[src/rtl/prime_bus_master_if.sv]
// rtl/prime_bus_master_if.sv - request/response handshakes and peripheral bus for prime_bus_master
interface prime_bus_master_if;
    logic        req_valid;
    logic        req_ready;
    logic [9:0]  req_n;
    logic        rsp_valid;
    logic        rsp_ready;
    logic [31:0] rsp_data;
    logic        rsp_err;
    logic [15:0] saddress;
    logic        srd;
    logic        swr;
    logic [31:0] sdata_out;
    logic [31:0] sdata_in;

    modport master (
        input  req_valid, req_n, rsp_ready, sdata_in,
        output req_ready, rsp_valid, rsp_data, rsp_err,
        output saddress, srd, swr, sdata_out
    );

    modport slave (
        output req_valid, req_n, rsp_ready, sdata_in,
        input  req_ready, rsp_valid, rsp_data, rsp_err,
        input  saddress, srd, swr, sdata_out
    );
endinterface

[src/rtl/prime_bus_master.sv]
// rtl/prime_bus_master.sv - sequences poll/write/poll/read jobs against the prime calculator peripheral
module prime_bus_master #(
    parameter logic [15:0] ADDR_ARG     = 16'h258,
    parameter logic [15:0] ADDR_RES     = 16'h268,
    parameter logic [15:0] ADDR_STAT    = 16'h270,
    parameter int          STROBE_CYC   = 2,
    parameter int          POLL_GAP     = 4,
    parameter logic [15:0] POLL_MAX     = 16'hFFFF,
    parameter int          MAX_N        = 1000,
    parameter logic [31:0] INVALID_WORD = 32'hAAAAAAAA
) (
    input  logic                  clk,
    input  logic                  reset,
    prime_bus_master_if.master    bus,
    output logic                  busy,
    output logic [15:0]           job_count
);

    typedef enum logic [2:0] {
        S_IDLE, S_REJECT, S_PRE_POLL, S_WRITE, S_POST_POLL, S_READ, S_RESP
    } state_t;

    // Sub-steps of one peripheral access; GAP is the quiet time before a status re-poll.
    typedef enum logic [1:0] {P_SETUP, P_STROBE, P_END, P_GAP} phase_t;

    localparam logic [7:0]  STROBE_LAST = 8'(STROBE_CYC - 1);
    localparam logic [7:0]  GAP_LAST    = 8'(POLL_GAP - 1);
    localparam logic [15:0] POLL_LAST   = POLL_MAX - 16'd1;

    state_t      state, state_nx;
    phase_t      phase, phase_nx;
    logic [7:0]  cnt, cnt_nx;
    logic [15:0] poll_cnt, poll_nx;
    logic [9:0]  n_reg;
    logic [31:0] rd_data;
    logic [31:0] rsp_data_q, data_nx;
    logic        rsp_err_q, err_nx;
    logic        set_rsp, job_inc;
    logic        n_ok, is_read_state, sample_rd;

    assign n_ok          = (bus.req_n != 10'd0) && ({22'd0, bus.req_n} <= 32'(MAX_N));
    assign is_read_state = (state == S_PRE_POLL) || (state == S_POST_POLL) || (state == S_READ);
    assign sample_rd     = is_read_state && (phase == P_STROBE) && (cnt == STROBE_LAST);

    // State register: FSM state, access phase, strobe/gap counter, poll counter.
    always_ff @(posedge clk or posedge reset) begin
        if (reset) begin
            state    <= S_IDLE;
            phase    <= P_SETUP;
            cnt      <= '0;
            poll_cnt <= '0;
        end else begin
            state    <= state_nx;
            phase    <= phase_nx;
            cnt      <= cnt_nx;
            poll_cnt <= poll_nx;
        end
    end

    // Next-state: walk each access through SETUP/STROBE/END, decide the job step at END.
    always_comb begin
        state_nx = state;
        phase_nx = phase;
        cnt_nx   = cnt;
        poll_nx  = poll_cnt;
        set_rsp  = 1'b0;
        err_nx   = 1'b0;
        data_nx  = '0;
        job_inc  = 1'b0;
        case (state)
            S_IDLE: begin
                if (bus.req_valid) begin
                    phase_nx = P_SETUP;
                    cnt_nx   = '0;
                    poll_nx  = '0;
                    state_nx = n_ok ? S_PRE_POLL : S_REJECT;
                end
            end
            S_REJECT: begin
                state_nx = S_RESP;
                set_rsp  = 1'b1;
                err_nx   = 1'b1;
            end
            S_RESP: begin
                if (bus.rsp_ready) begin
                    state_nx = S_IDLE;
                    job_inc  = !rsp_err_q;
                end
            end
            default: begin
                case (phase)
                    P_SETUP: begin
                        phase_nx = P_STROBE;
                        cnt_nx   = '0;
                    end
                    P_STROBE: begin
                        if (cnt == STROBE_LAST) phase_nx = P_END;
                        else                    cnt_nx   = cnt + 8'd1;
                    end
                    P_GAP: begin
                        if (cnt == GAP_LAST) phase_nx = P_SETUP;
                        else                 cnt_nx   = cnt + 8'd1;
                    end
                    default: begin
                        phase_nx = P_SETUP;
                        cnt_nx   = '0;
                        case (state)
                            S_PRE_POLL, S_POST_POLL: begin
                                if (rd_data[0]) begin
                                    if (poll_cnt >= POLL_LAST) begin
                                        state_nx = S_RESP;
                                        set_rsp  = 1'b1;
                                        err_nx   = 1'b1;
                                    end else begin
                                        poll_nx = poll_cnt + 16'd1;
                                        if (POLL_GAP > 0) phase_nx = P_GAP;
                                    end
                                end else begin
                                    state_nx = (state == S_PRE_POLL) ? S_WRITE : S_READ;
                                end
                            end
                            S_WRITE: begin
                                state_nx = S_POST_POLL;
                                poll_nx  = '0;
                            end
                            default: begin
                                state_nx = S_RESP;
                                set_rsp  = 1'b1;
                                if (rd_data == INVALID_WORD) err_nx  = 1'b1;
                                else                         data_nx = rd_data;
                            end
                        endcase
                    end
                endcase
            end
        endcase
    end

    // Datapath: latch N on accept, capture read data, hold the response, count good jobs.
    always_ff @(posedge clk or posedge reset) begin
        if (reset) begin
            n_reg      <= '0;
            rd_data    <= '0;
            rsp_data_q <= '0;
            rsp_err_q  <= 1'b0;
            job_count  <= '0;
        end else begin
            if (state == S_IDLE && bus.req_valid) n_reg <= bus.req_n;
            if (sample_rd) rd_data <= bus.sdata_in;
            if (set_rsp) begin
                rsp_data_q <= data_nx;
                rsp_err_q  <= err_nx;
            end
            if (job_inc) job_count <= job_count + 16'd1;
        end
    end

    // Bus outputs decode from registered state only, so reset drops the strobe at once.
    always_comb begin
        bus.saddress  = '0;
        bus.sdata_out = '0;
        bus.srd       = 1'b0;
        bus.swr       = 1'b0;
        case (state)
            S_PRE_POLL, S_POST_POLL: begin
                bus.saddress = ADDR_STAT;
                bus.srd      = (phase == P_STROBE);
            end
            S_WRITE: begin
                bus.saddress  = ADDR_ARG;
                bus.sdata_out = {22'd0, n_reg};
                bus.swr       = (phase == P_STROBE);
            end
            S_READ: begin
                bus.saddress = ADDR_RES;
                bus.srd      = (phase == P_STROBE);
            end
            default: ;
        endcase
    end

    assign bus.req_ready = (state == S_IDLE) && !reset;
    assign bus.rsp_valid = (state == S_RESP);
    assign bus.rsp_data  = rsp_data_q;
    assign bus.rsp_err   = rsp_err_q;
    assign busy          = (state != S_IDLE);

endmodule

[src/flat_wrapper.sv]
// flat-port wrapper written by rule: the top's interface ports become plain ports
module prime_bus_master_flat 
#(
    parameter logic [15:0] ADDR_ARG     = 16'h258,
    parameter logic [15:0] ADDR_RES     = 16'h268,
    parameter logic [15:0] ADDR_STAT    = 16'h270,
    parameter int          STROBE_CYC   = 2,
    parameter int          POLL_GAP     = 4,
    parameter logic [15:0] POLL_MAX     = 16'hFFFF,
    parameter int          MAX_N        = 1000,
    parameter logic [31:0] INVALID_WORD = 32'hAAAAAAAA
)
  (clk, reset, busy, job_count, bus_req_valid, bus_req_n, bus_rsp_ready, bus_sdata_in, bus_req_ready, bus_rsp_valid, bus_rsp_data, bus_rsp_err, bus_saddress, bus_srd, bus_swr, bus_sdata_out);
  prime_bus_master_if bus_i ();
  input  logic clk;
  input  logic reset;
  output logic busy;
  output logic [15:0] job_count;
  input wire logic [$bits(bus_i.req_valid)-1:0] bus_req_valid;
  input wire logic [$bits(bus_i.req_n)-1:0] bus_req_n;
  input wire logic [$bits(bus_i.rsp_ready)-1:0] bus_rsp_ready;
  input wire logic [$bits(bus_i.sdata_in)-1:0] bus_sdata_in;
  output wire logic [$bits(bus_i.req_ready)-1:0] bus_req_ready;
  output wire logic [$bits(bus_i.rsp_valid)-1:0] bus_rsp_valid;
  output wire logic [$bits(bus_i.rsp_data)-1:0] bus_rsp_data;
  output wire logic [$bits(bus_i.rsp_err)-1:0] bus_rsp_err;
  output wire logic [$bits(bus_i.saddress)-1:0] bus_saddress;
  output wire logic [$bits(bus_i.srd)-1:0] bus_srd;
  output wire logic [$bits(bus_i.swr)-1:0] bus_swr;
  output wire logic [$bits(bus_i.sdata_out)-1:0] bus_sdata_out;
  assign bus_i.req_valid = bus_req_valid;
  assign bus_i.req_n = bus_req_n;
  assign bus_i.rsp_ready = bus_rsp_ready;
  assign bus_i.sdata_in = bus_sdata_in;
  assign bus_req_ready = bus_i.req_ready;
  assign bus_rsp_valid = bus_i.rsp_valid;
  assign bus_rsp_data = bus_i.rsp_data;
  assign bus_rsp_err = bus_i.rsp_err;
  assign bus_saddress = bus_i.saddress;
  assign bus_srd = bus_i.srd;
  assign bus_swr = bus_i.swr;
  assign bus_sdata_out = bus_i.sdata_out;
  prime_bus_master #(.ADDR_ARG(ADDR_ARG), .ADDR_RES(ADDR_RES), .ADDR_STAT(ADDR_STAT), .STROBE_CYC(STROBE_CYC), .POLL_GAP(POLL_GAP), .POLL_MAX(POLL_MAX), .MAX_N(MAX_N), .INVALID_WORD(INVALID_WORD)) u_core (.clk(clk), .reset(reset), .bus(bus_i), .busy(busy), .job_count(job_count));
endmodule
[config.mk]
export PLATFORM = sky130hd
export DESIGN_NAME = prime_bus_master_flat
export DESIGN_NICKNAME = d
export VERILOG_FILES = /design/src/rtl/prime_bus_master_if.sv /design/src/rtl/prime_bus_master.sv /design/src/flat_wrapper.sv
export SDC_FILE = /design/constraint.sdc
export NUM_CORES = 1
export LEC_CHECK = 0
export BUFFER_PORTS_ARGS = -buffer_cell sky130_fd_sc_hd__buf_2
export CAP_MARGIN = 20
export CORE_MARGIN = 2
export CORE_UTILIZATION = 58
export DETAILED_ROUTE_END_ITERATION = 6
export HOLD_SLACK_MARGIN = 0.05
export PLACE_DENSITY = 0.95
export SLEW_MARGIN = 40
export SYNTH_ARGS = -nofsm -noshare
export SYNTH_HDL_FRONTEND = slang
export SYNTH_SLANG_ARGS = --single-unit
[constraint.sdc]
create_clock -name clk -period 7 [get_ports clk]
set_input_delay 1.4 -clock clk [delete_from_list [all_inputs] [get_ports clk]]
set_output_delay 1.4 -clock clk [all_outputs]
set_load 0.02 [all_outputs]
==> results by group <==
Synth
  • Largest cells by area after synthesis: dfrtp_1 (51%), mux2_2 (8.4%), a22o_1 (4.9%)
  • Register area share after synthesis: 50.64%
  • Async SR Flop Fraction: 100.0%
  • Synth Cell Area: 5929 um2
  • Yosys warns: 0
  • Synth Register Bits: 120
  • EDFF count, synth: 0
  • Synth unique cells: 65
  • Leading area contributor after synthesis: dfrtp_1
  • Most common cell in the netlist: dfrtp_1
  • Post-synthesis cell count: 529
  • Post-synth top cells: dfrtp_1 (120), mux2_2 (44), buf_4 (35)
  • Top_reg_cell synth: dfrtp_1
  • Yosys top cell area share: 50.64%
  • Synth Area per Inst: 11.21 um2

Global routing
  • All-layer global routing usage: 27.38%
  • Largest net degree at the start of global routing: 84
  • Number of global-route vias before repair: 4,727
  • Global route overflow: 0
  • First-pass GRT wire length: 23,880 um
  • Initial antenna violation count: 0

Timing
  • Clock skew: 8.765 ps
  • RSZ-0062 raised after global routing: false
  • Worst Tran Pin Value: 728.0 ps
  • Final Cycle Share: 54.44%
  • Slew HR: 51.02%
  • Tmin final: 3811 ps
  • F_max: 262.4 MHz
  • Final hold vios: 0
  • Fin. max-slew vios: 0
  • Sum Neg Setup Slack: 0 ps
  • Setup Viol. Count Final: 0

Min path
  • Hold Crit Class: flop to flop

Worst setup path
  • Crit-path cells: inv_1 > nor2_1 > and3_1 > buf_2
  • Critical Path RT: 5600 ps
  • CP Class: flop to output port
  • Arr. time, crit path: 2410 ps
  • Critical-path top delay cell: dfrtp_1
  • Crit Path Max Fanout: 16
  • CP max stage delay: 650 ps
  • R2r setup slk: 4510 ps
  • Critical Path End Type: output port
  • Critical Path Source Type: flop

Layout
  • Area Growth Syn to Fin: 19.16%
  • Diode count: 0
  • Post-route insts no fill: 784
  • Share of layout cells above drive strength 1: 32.26%
  • Nets: 689

Clock tree
  • Number of CTS-inserted buffers: 17
  • CTS root buffer: clkbuf_8
  • Reg clk slew, reported paths: 60 ps
  • Hold-fix buffers, CTS: 0
  • Post-CTS sizing: 0
  • CTS tree: yes
  • H-tree Lvls: 4
  • Max clock buf depth: 2
  • Post-CTS setup repair buffer count: 0
  • Worst-skew pair later-pin latency: 530 ps
  • CTS sink count: 120

Placed design
  • I/O Buffers: 114
  • Final HPWL from detailed placement: 9284 um
  • Dpl cells: 752
  • Gp weighted congestion: 0.8722

Outcome
  • Status: complete, but fails checks
  • Failing checks: DRC

Floorplan
  • Die Span X: 105.1 um
  • Num ports: 148
  • FP Rows: 36
  • Die area: 11,050 um2
  • Starting Density: 60.11%
  • Die span in y: 105.1 um
  • Core area: 9864 um2

Pwr
  • Cell-internal power: 1841 uW
  • Combinational share of power: 31.6%
  • PwrDens: 414.2 nW/um2
  • Sw Share: 37.11%
  • Max IR drop VDD: 0.0002869 V
  • Leak: 0.003603 uW
  • Clk network pwr share: 30.4%
  • Flop pwr share: 38.0%
  • NetSw: 1086 uW

Routing
  • Wire per inst: 18.75 um
  • Via count: 4,821
  • Drt total wl: 14,700 um
  • Vias per std cell: 6.149
  • DRC viols: 1
  • DR iter-0 viols: 660
  • Routed Antenna Nets: 0
  • TritonRoute pass-1 iters: 7

Job
  • Max Cap Viol: 0
[power groups by stage]
stage / logic, uW / clock network, uW / registers [uW]
global route: 994 / 930 / 1140
global placement: 854 / 0 / 1080
floorplan: 686 / 0 / 1060
finish: 925 / 891 / 1110
CTS: 919 / 894 / 1100
detailed placement: 897 / 0 / 1100
[final cells by class]
| type | count | area, um2 |
|---|---|---|
| Timing Repair Buffer | 118 | 604.3 |
| Sequential cell | 120 | 3004 |
| Clock inverter | 11 | 145.1 |
| Multi-Input combinational cell | 369 | 2639 |
| Tap cell | 133 | 166.4 |
| Clock buffer | 21 | 459.2 |
| Fill cell | 636 | 2799 |
| Inverter | 12 | 47.55 |
[cells by family after synthesis]
kind of cell	after synthesis	share of synthesized area, %
AND/OR/NAND/NOR	161	15.47
multiplexers	46	8.694
flip-flops	120	50.64
XOR/XNOR	18	2.659
adder cells (fa/ha/maj)	5	1.055
buffers and inverters	72	7.195
AO/OA/AOI/OAI	106	14.22
other	1	0.06324
[final timing paths]
check / startpoint / cells after the start / end
min reg2reg: u_core.cnt[7] / 1 / u_core.cnt[7]
max: u_core.state[1] / 4 / bus_sdata_out[1]
max reg2reg: u_core.state[2] / 6 / u_core.rd_data[20]
max in group asynchronous: reset / 3 / u_core.rd_data[9]
min in group asynchronous: reset / 2 / u_core.job_count[6]
min: u_core.cnt[7] / 1 / u_core.cnt[7]
[placed cells by master, fill, tap and decap left out, drive strengths merged, types with 5 or more instances in the layout]
cell,netlist,layout
mux2,44,44
nand2,21,21
conb,1,33
nand4,14,14
a21o,7,7
dfrtp,120,120
nor2,23,23
nor3,22,22
nor4,6,6
o21ai,20,20
nand3,11,11
inv,12,13
nor2b,7,7
ha,5,5
a22o,33,33
buf,46,118
nor4bb,8,8
clkbuf,14,21
and3,26,26
nand2b,8,8
a211o,10,10
xor2,9,9
xnor2,9,9
[worst max-delay path: cells and delay by family (launching register included)]
family	cells	cell delay, ps
AND/OR/NAND/NOR	2	840
buffers and inverters	2	380
flip-flops	1	650
[routing by layer]
metal,up-vias,routed length [um],global-route usage [%]
li1,2096,-,-
met1,2361,5661,33.50
met2,293,7289,44.71
met3,71,1274,8.172
met4,0,471,12.48
met5,-,0,0
[through the flow]
step                setup slack, ps  hold WS (ps)  instance area, um2  utilization (%)  total power, uW
global placement               3818         456.3                6450            65.39             1933
floorplan                      2414         436.1                6050                -             1751
detailed placement             3828         473.8                6454            65.42             2000
global route                   3066         504.7                7066            71.63             3060
CTS                            3218         496.2                7058            71.55             2914
finish                         3189         495.2                7066            71.63             2927
Note: power is estimated with default switching activity, not from simulation.
